[src/rtl/serial_adder_ctrl.sv]
// serial_adder_ctrl: bit-serial WIDTH-bit adder driving one external full adder,
// LSB first, one bit per clock, with registered sum and final carry.
module serial_adder_ctrl #(
  parameter int WIDTH = 8
) (
  input  logic             clk,
  input  logic             rst_n,
  input  logic             start,
  input  logic [WIDTH-1:0] a,
  input  logic [WIDTH-1:0] b,
  input  logic             c_in,
  output logic             busy,
  output logic             done,
  output logic [WIDTH-1:0] sum,
  output logic             c_out,
  output logic             fa_x,
  output logic             fa_y,
  output logic             fa_c_in,
  input  logic             fa_sum,
  input  logic             fa_c_out
);
  localparam int CW = $clog2(WIDTH);

  typedef enum logic [1:0] {IDLE, RUN, DONE} state_t;

  state_t           state_q, state_d;
  logic [WIDTH-1:0] a_sh_q, a_sh_d, b_sh_q, b_sh_d;
  logic [WIDTH-1:0] sum_sh_q, sum_sh_d, sum_q, sum_d;
  logic             carry_q, carry_d, c_out_q, c_out_d;
  logic [CW-1:0]    cnt_q, cnt_d;
  logic             run;

  assign run     = state_q == RUN;
  assign busy    = state_q != IDLE;
  assign done    = state_q == DONE;
  assign sum     = sum_q;
  assign c_out   = c_out_q;
  assign fa_x    = run & a_sh_q[0];
  assign fa_y    = run & b_sh_q[0];
  assign fa_c_in = run & carry_q;

  always_comb begin
    state_d  = state_q;
    a_sh_d   = a_sh_q;
    b_sh_d   = b_sh_q;
    sum_sh_d = sum_sh_q;
    sum_d    = sum_q;
    carry_d  = carry_q;
    c_out_d  = c_out_q;
    cnt_d    = cnt_q;
    if (state_q == IDLE && start) begin
      state_d = RUN;
      a_sh_d  = a;
      b_sh_d  = b;
      carry_d = c_in;
      cnt_d   = '0;
    end else if (run) begin
      sum_sh_d = {fa_sum, sum_sh_q[WIDTH-1:1]};
      carry_d  = fa_c_out;
      a_sh_d   = a_sh_q >> 1;
      b_sh_d   = b_sh_q >> 1;
      cnt_d    = cnt_q + CW'(1);
      // last bit: publish the completed result on the same edge it is captured
      if (cnt_q == CW'(WIDTH - 1)) begin
        state_d = DONE;
        sum_d   = sum_sh_d;
        c_out_d = fa_c_out;
      end
    end else if (state_q == DONE) begin
      state_d = IDLE;
    end
  end

  always_ff @(posedge clk or negedge rst_n) begin
    if (!rst_n) begin
      state_q  <= IDLE;
      a_sh_q   <= '0;
      b_sh_q   <= '0;
      sum_sh_q <= '0;
      sum_q    <= '0;
      carry_q  <= 1'b0;
      c_out_q  <= 1'b0;
      cnt_q    <= '0;
    end else begin
      state_q  <= state_d;
      a_sh_q   <= a_sh_d;
      b_sh_q   <= b_sh_d;
      sum_sh_q <= sum_sh_d;
      sum_q    <= sum_d;
      carry_q  <= carry_d;
      c_out_q  <= c_out_d;
      cnt_q    <= cnt_d;
    end
  end
endmodule

[config.mk]
export PLATFORM = sky130hd
export DESIGN_NAME = serial_adder_ctrl
export DESIGN_NICKNAME = d
export VERILOG_FILES = /design/src/rtl/serial_adder_ctrl.sv
export SDC_FILE = /design/constraint.sdc
export NUM_CORES = 1
export LEC_CHECK = 0
export ABC_AREA = 0
export BUFFER_PORTS_ARGS = -buffer_cell sky130_fd_sc_hd__buf_2
export CAP_MARGIN = 0
export CORE_ASPECT_RATIO = 1.25
export CORE_UTILIZATION = 55
export CTS_CLUSTER_SIZE = 10
export DETAILED_ROUTE_END_ITERATION = 10
export MAX_ROUTING_LAYER = met4
export PLACE_DENSITY = 0.91
export REMOVE_ABC_BUFFERS = 1
export SYNTH_ARGS = -nofsm -noshare
export SYNTH_HDL_FRONTEND = slang
export SYNTH_SLANG_ARGS = --single-unit
[constraint.sdc]
create_clock -name clk -period 3.2 [get_ports clk]
set_clock_uncertainty 0.1 [all_clocks]
set_input_delay 0.48 -clock clk [delete_from_list [all_inputs] [get_ports clk]]
set_output_delay 0.48 -clock clk [all_outputs]
set_load 0.005 [all_outputs]
==> metrics.csv <==
metric,value,unit
leading post-synthesis cells by cell area,"dfrtp_1 (54%), mux2i_1 (9.7%), mux2_4 (7.7%)",
H-tree depth,2,
Synth Area in Compound Gates,6.335,%
setup_tns,0,ns
min Tclk post-route,2.430,ns
CTS Hold Bufs,0,
chip width,52.57,µm
cell count after synthesis,139,
Port Buffers,35,
Clock power frac,12.9,%
DP HPWL,2.115,mm
fmax,0.4116,GHz
RR Startpoint,state_q[1]$_DFFE_PN0P_,
Die H,65.21,µm
status,finished clean,
initial antenna violation count,0,
final worst-path cycle share,75.93,%
WL/cell,14.11,µm
die footprint,3428,µm²
ant diodes,0,
largest net degree at the start of global routing,41,
Peak VDD IR,0.0006694,V
Post-Route WL,2.963,mm
Yosys Warn Count,0,
share of cells above drive strength 1,33.91,%
power share of the combinational group,40.6,%
CP max stage cell,ha_1,
relative slew slack,45.91,%
max-slew violation count,0,
sequential power share,46.5,%
TritonCTS clock tree,built,
first-pass GRT wire length,4.961,mm
Final nets,202,
postcts setup bufs,0,
switching share of power,34.17,%
worst path required time,2.62,ns
Initial DRC Count,10,
via count,1097,
async set-or-reset flop fraction in the synthesized netlist,100.0,%
MaxCap Viol Count,0,
most frequent cells after synthesis,"dfrtp_1 (38), mux2i_1 (17), nand2_1 (17)",
critical path endpoint category,output pin,
Startpoint Class,register,
adder-cell share of the synthesized area,4.270,%
mux contribution to synthesized area,21.85,%
Setup CP Type,register to output pin,
Core Region,3000,µm²
Cell Int Power,1.166,mW
Critical Path AT,1.85,ns
Worst Tran Pin Value,0.8114,ns
Routed Antenna Nets,0,
"slowest stage delay, CP",0.66,ns
vias in the first global route,1125,
mapped cell area,1758,µm²
row cnt,22,
number of fill cells,249,
Crit Path Max Fanout,16,
Yosys cell types,22,
xor/xnor share of the synthesized area,0.4982,%
crit path cell chain,"inv_1, ha_1, and2_1, buf_2",
total gr overflow,0,
post-synthesis area per instance,12.65,µm²
post-synthesis simple-gate area fraction,8.256,%
PD cells,904.2,nW/µm²
"Primary FF master, synth",dfrtp_1,
Post-synth EDFFs,0,
share of the synthesized area in the top cell type,54.09,%
final setup violation count,0,
largest family of logic cells by synthesized area,multiplexers,
routability congestion estimate,0.6987,
sw power,605.4,µW
Hold WS,0.1233,ns
clock transition at the registers of the reported paths,0.10,ns
final hold violation count,0,
CTS Buf Count,5,
I/O Pins,36,
RSZ-0062 raised after global routing,false,
post-synthesis sequential area ratio,54.09,%
"Clk Latency, worst-skew pair",0.34,ns
dominant cell type by area after synthesis,dfrtp_1,
root buffer cell,clkbuf_4,
Hold WC Path Type,input pin to async pin,
CTS sink cnt,38,
Total GRT Usage,20.81,%
Initial Utilization,58.59,%
most frequent cell after synthesis,dfrtp_1,
Critical Path Start,state_q[1]$_DFFE_PN0P_,
Vias/cell,5.224,
1st-pass router iterations,4,
post-synthesis to final-layout area growth,11.46,%
#FFs+latches synth,38,
DRC viols,0,
Static Leak,1.017,nW
CTS resizes,0,
clock buffer depth,2,
==> cells by family (layout without fill, tap and decap cells) <==
logic type,after synthesis,after routing
AOI/OAI and AO/OA,21,21
xor gates and xnor gates,1,1
adders and majority gates,6,6
buffers and inverters,11,46
DFF,38,38
muxes,33,33
and+or+nand+nor,29,29
==> per-layer routing <==
metal / track usage, % / vias up / routed length (µm)
met5: - / - / 0
met4: 6.908 / 0 / 40
met1: 24.50 / 523 / 1304
met2: 33.23 / 35 / 1450
li1: - / 535 / -
met3: 6.944 / 4 / 168
==> layout by cell type (no fill, tap or decap) <==
cell	instances
clkbuf_4	5
and2_1	3
a2bb2oi_1	1
nand2b_1	3
nand2_8	1
xnor2_1	1
a21oi_1	1
ha_1	6
o21ai_1	3
dfrtp_1	38
and2_4	1
o21ai_0	15
buf_2	35
a21o_1	1
nand2_1	17
buf_4	1
mux2_2	7
inv_1	3
mux2_4	9
mux2i_1	17
nor2_1	4
clkbuf_1	2
==> registers in the layout (all words and copies together), names as in the netlist <==
register,cells
a_sh_q,8
b_sh_q,8
c_out,1
carry_q,1
cnt_q,3
state_q,2
sum,8
sum_sh_q,7
==> worst paths after layout <==
kind | cells after the start | end | slack (ns)
max reg2reg | 5 | a_sh_q[2]$_DFFE_PN0P_ | 1.18
min in group clk | 3 | b_sh_q[4]$_DFFE_PN0P_ | 0.24
min | 1 | b_sh_q[2]$_DFFE_PN0P_ | 0.12
max in group asynchronous | 1 | sum_sh_q[3]$_DFFE_PN0P_ | 2.37
min reg2reg | 1 | sum[0]$_DFFE_PN0P_ | 0.42
max | 4 | fa_c_in | 0.77
==> cell type report <==
type / instances / area, µm² / area share, %
sequential: 38 / 950.9 / 48.53
inverter: 3 / 11.26 / 0.5747
multi-input combinational: 90 / 724.4 / 36.97
timing repair buffer: 36 / 182.7 / 9.323
tap: 36 / 45.04 / 2.299
clock buffer: 7 / 45.04 / 2.299
==> stage by stage <==
step	cell area, µm²	instances	utilization (%)	setup slack [ns]	power (mW)
floorplan	1687	131	-	1.164	1.332
global placement	1914	203	63.80	1.191	1.496
detailed placement	1914	203	63.80	1.138	1.565
CTS	1959	210	65.30	0.7455	1.797
global route	1959	210	65.30	0.6507	1.908
finish	1959	210	65.30	0.7702	1.772
==> power by group through the flow <==
| stage | Combinational, mW | Clock (mW) | Sequential, mW |
|---|---|---|---|
| floorplan | 0.529 | 0 | 0.803 |
| global placement | 0.679 | 0 | 0.817 |
| detailed placement | 0.731 | 0 | 0.833 |
| CTS | 0.734 | 0.237 | 0.825 |
| global route | 0.798 | 0.261 | 0.849 |
| finish | 0.720 | 0.228 | 0.824 |
==> critical path, delay by kind of cell, from the launching register on <==
family / cells / cell delay [ns]
and+or+nand+nor: 1 / 0.22
DFF: 1 / 0.39
buffers and inverters: 2 / 0.24
adders and majority gates: 1 / 0.66
(Power assumes the default switching activity.)
